<file path="src/rtl/bandpass_inverse.sv">
`default_nettype none
// ============================================================================
// Module   : bandpass_inverse
// Brief    : Inverts y[n] = x[n-1] - x[n-3] via z[n] = y[n] + z[n-2], with a
//            2-entry output FIFO and an accepted-sample counter.
// Revision : 1.0 - initial release
// ============================================================================
module bandpass_inverse #(
  parameter int WIDTH = 16
) (
  input  logic             clk,
  input  logic             rst,
  input  logic             clear,
  input  logic [WIDTH-1:0] in_data,
  input  logic             in_valid,
  output logic             in_ready,
  output logic [WIDTH-1:0] out_data,
  output logic             out_valid,
  input  logic             out_ready,
  output logic [15:0]      sample_cnt
);

  localparam logic [1:0] c_DEPTH = 2'd2;

  logic [WIDTH-1:0] r_h1;
  logic [WIDTH-1:0] r_h2;
  logic [WIDTH-1:0] r_mem [2];
  logic             r_wr_ptr;
  logic             r_rd_ptr;
  logic [1:0]       r_occ;
  logic [15:0]      r_cnt;

  logic             w_accept;
  logic             w_pop;
  logic [WIDTH-1:0] w_z;
  logic [1:0]       w_occ_next;

  // Readiness depends on occupancy alone so upstream never sees a path from out_ready.
  assign in_ready   = (r_occ < c_DEPTH);
  assign out_valid  = (r_occ != 2'd0);
  assign w_accept   = in_valid && in_ready;
  assign w_pop      = out_valid && out_ready;
  assign w_z        = in_data + r_h2;
  assign out_data   = r_mem[r_rd_ptr];
  assign sample_cnt = r_cnt;

  always_comb begin
    w_occ_next = r_occ;
    case ({w_accept, w_pop})
      2'b10:   w_occ_next = r_occ + 2'd1;
      2'b01:   w_occ_next = r_occ - 2'd1;
      default: w_occ_next = r_occ;
    endcase
  end

  // Recurrence history and sample counter advance only on an accepted sample.
  always_ff @(posedge clk or posedge rst) begin
    if (rst) begin
      r_h1  <= '0;
      r_h2  <= '0;
      r_cnt <= 16'd0;
    end else if (clear) begin
      r_h1  <= '0;
      r_h2  <= '0;
      r_cnt <= 16'd0;
    end else if (w_accept) begin
      r_h2  <= r_h1;
      r_h1  <= w_z;
      r_cnt <= r_cnt + 16'd1;
    end
  end

  // Storage is zeroed on restart so out_data reads 0 while the FIFO is empty.
  always_ff @(posedge clk or posedge rst) begin
    if (rst) begin
      r_mem[0] <= '0;
      r_mem[1] <= '0;
      r_wr_ptr <= 1'b0;
      r_rd_ptr <= 1'b0;
      r_occ    <= 2'd0;
    end else if (clear) begin
      r_mem[0] <= '0;
      r_mem[1] <= '0;
      r_wr_ptr <= 1'b0;
      r_rd_ptr <= 1'b0;
      r_occ    <= 2'd0;
    end else begin
      if (w_accept) begin
        r_mem[r_wr_ptr] <= w_z;
        r_wr_ptr        <= ~r_wr_ptr;
      end
      if (w_pop) begin
        r_rd_ptr <= ~r_rd_ptr;
      end
      r_occ <= w_occ_next;
    end
  end

endmodule
`default_nettype wire

</file>
<file path="config.mk">
export PLATFORM = sky130hd
export DESIGN_NAME = bandpass_inverse
export DESIGN_NICKNAME = d
export VERILOG_FILES = /design/src/rtl/bandpass_inverse.sv
export SDC_FILE = /design/constraint.sdc
export NUM_CORES = 1
export LEC_CHECK = 0
export CAP_MARGIN = 20
export CORE_MARGIN = 8
export CORE_UTILIZATION = 52
export CTS_BUF_LIST = sky130_fd_sc_hd__clkbuf_4 sky130_fd_sc_hd__clkbuf_8
export DETAILED_ROUTE_END_ITERATION = 16
export HOLD_SLACK_MARGIN = 0.12
export PLACE_DENSITY = 0.75
export SETUP_SLACK_MARGIN = 0.4
export SLEW_MARGIN = 0
export SYNTH_ARGS = -nofsm -noshare
export SYNTH_HDL_FRONTEND = slang
export SYNTH_SLANG_ARGS = --single-unit
export TNS_END_PERCENT = 5
</file>
<file path="constraint.sdc">
create_clock -name clk -period 2.56 [get_ports clk]
set_input_delay 0.384 -clock clk [delete_from_list [all_inputs] [get_ports clk]]
set_output_delay 0.384 -clock clk [all_outputs]
set_load 0.05 [all_outputs]
</file>
==> impl_metrics.ini <==
[outcome]
status = complete, no violations

[layout]
multiInputGateArea_mm2 = 0.00227
syn2layout_area_growth_pct = 24.7
regArea_mm2 = 0.00210
final_cell_mix = dfrtp_1, nand2_1, nor2_1, a21oi_1, clkdlybuf4s50_1
fin_area_mm2 = 0.00556
layout_commonest_cell = dfrtp_1
fillers = 657
antenna_cells = 0
finalNonFillerCells = 644
drive_gt1_frac = 0.167
final_util = 0.674
layout.nets = 572

[routing]
drtAntennaViolNets = 0
drt-pass1-iter-count = 5
wl_mm = 11.9
wl_per_cell_um = 18.5
num_vias = 3852
drc = 0
drt_iter0_markers = 205
viasPerCell = 5.98

[die]
coreArea_mm2 = 0.00826
num_rows = 33
die_h_um = 109
die_w_um = 109
fp.dieArea_mm2 = 0.0118
initial_core_util = 0.540
ios = 55

[min_path]
hp-class = input pin to register

[setup_path]
critPathKind = register to output pin
slowest_stage = clkdlybuf4s50_1
start_kind = register
cp_slowest_stage_delay_ps = 710
cp-end-kind = output pin
crit_chain = or2_2 > clkdlybuf4s50_1
required_ps = 2180
crit_arrival_ps = 1870
path_max_fanout = 8

[power_and_ir_drop]
ir_drop_mv = 0.265
power.switching_mw = 0.947
p_per_area_mw_per_mm2 = 584
pwr-share-comb = 0.201
internal_power_mw = 2.30
switching_share = 0.292
seq_power_share = 0.444
leakage_nw = 2.61
p_clk_frac = 0.355

[clocking]
cts_made_buffers = 9
clock-root-buffer = clkbuf_8
cts_tree = built
htree_levels = 3
clk_latency_ps = 360
clk_pin_slew_ps = 90
ctsLongestPathBuffers = 2
clock_sinks = 84

[synthesis]
synthFlopType = dfrtp_1
synthAdderAreaFrac = 0.0494
syn_area_mm2 = 0.00446
synthSimpleGateAreaFrac = 0.164
synth_compound_area_frac = 0.194
syn_avg_cell_area_um2 = 9.76
synth_edf_count = 0
synth_top_area_cell = dfrtp_1
yosys-top-cells-area = dfrtp_1, nand2_1, ha_1
synth_cell_types = 55
synth_top_cell_area_share = 0.471
synth_xor_area_frac = 0.0452
yosysSeqAreaShare = 0.471
muxShareOfSynthArea = 0.0474
syn_inst = 457
syn_nets = 495
ys.warnings.count = 0
async_reset_ff_frac = 1.00
synth_top_family_by_area = compound AO/OA/AOI/OAI gates
synth_seq_cells = 84

[placement]
hpwl_mm = 8.43
dp_slack_ps = -348
io_buffers = 54
dp.cells = 627
gp_congestion = 0.946
placed_area_mm2 = 0.00529

[grt]
grt_util_all_layers = 0.209
overflow = 0
grt_antenna_before_repair = 0
grt_max_degree = 85
grt_pass1_wl_mm = 19.6
grt_pass1_vias = 3958

[timing]
hold_viol_final = 0
worst_clock_skew_ps = 8.52
fin_crit_ps = 2250
finalSetupViolations = 0
drv_slew = 0
maxSlewHeadroom = 0.601
setup_slack_ps = 310
timing.fmax_mhz = 444
rsz0062_at_grt = true
tightest_slew_ps = 596
period_share = 0.879

[flow_run]
max_cap_violations = 0
metrics by stage:
stage               total power [mW]  setup TNS (ps)  hold WS [ps]
floorplan                       1.89               0           438
global placement                2.11           -1930           458
detailed placement              2.13           -2670           465
CTS                             3.26               0           384
global route                    3.39               0           393
finish                          3.25               0           406
power groups by stage:
stage | Combinational, mW | Clock, mW | Sequential [mW]
5_1_grt | 0.701 | 1.24 | 1.45
3_3_place_gp | 0.648 | 0 | 1.46
2_1_floorplan | 0.425 | 0 | 1.46
3_5_place_dp | 0.659 | 0 | 1.47
4_1_cts | 0.650 | 1.17 | 1.44
6_report | 0.653 | 1.15 | 1.44
synthesized netlist by cell type, types with 8 or more instances:
cell and instances:
clkbuf_1 14, dfrtp_1 84, a32o_1 10, a211oi_1 10
nand3_1 12, inv_1 8, a21o_1 14, ha_1 16
a22o_1 14, xnor2_1 10, nor2_1 40, mux2_2 17
o21ai_0 10, a21oi_1 38, xor2_1 13, nand2_1 75
critical path, delay by kind of cell, from the launching register on:
kind,cells,cell delay (ps)
flops,1,470
buf+inv,1,710
simple gates,1,330
cell families (layout without fill, tap and decap cells):
group                      count (synthesis)  after routing
DFF                                       84             84
buffers and inverters                     30            112
AOI/OAI and AO/OA                        122            122
adders and majority gates                 17             17
muxes                                     19             19
and+or+nand+nor                          162            162
xor gates and xnor gates                  23             23
registers in the layout, summed over array words and instances, names as in the netlist:
| name | flops |
|---|---|
| r_occ | 2 |
| r_rd_ptr | 1 |
| sample_cnt | 16 |
| r_mem | 32 |
| r_wr_ptr | 1 |
| r_h1 | 16 |
| r_h2 | 16 |
timing repair:
action / CTS / global route
hold buffers: 0 / 0
gates resized for setup: 26 / 2
endpoints found under the setup margin: 39 / 42
setup buffers: 1 / 0
pin swaps: 5 / 6
per-layer routing:
layer	part of all wire	track usage	vias to the layer above	wire (um)
met5	0	0	-	0
met4	0.015	0.0782	0	174
met3	0.054	0.0395	17	646
met2	0.49	0.342	117	5870
met1	0.44	0.271	1929	5210
li1	-	-	1789	-
area by class of cell:
cell class	count	share of cell area
Timing Repair Buffer	88	0.140
Clock inverter	6	0.0200
Tap cell	105	0.0236
Clock buffer	10	0.0236
Multi-Input combinational cell	343	0.408
Sequential cell	84	0.378
Inverter	8	0.00607
path summary, 6_finish.rpt:
| check | slack, ps | end | cells after the start | from |
|---|---|---|---|---|
| max | 310 | out_valid | 2 | r_occ[1] |
| min | 410 | r_mem[2] | 2 | clear |
| max reg2reg | 320 | r_mem[30] | 9 | r_h2[0] |
| min reg2reg | 500 | r_h1[3] | 1 | r_h1[3] |
| max in group asynchronous | 1700 | r_h1[6] | 3 | rst |
| min in group asynchronous | 480 | r_h1[0] | 3 | rst |
Note: power is estimated with default switching activity, not from simulation.
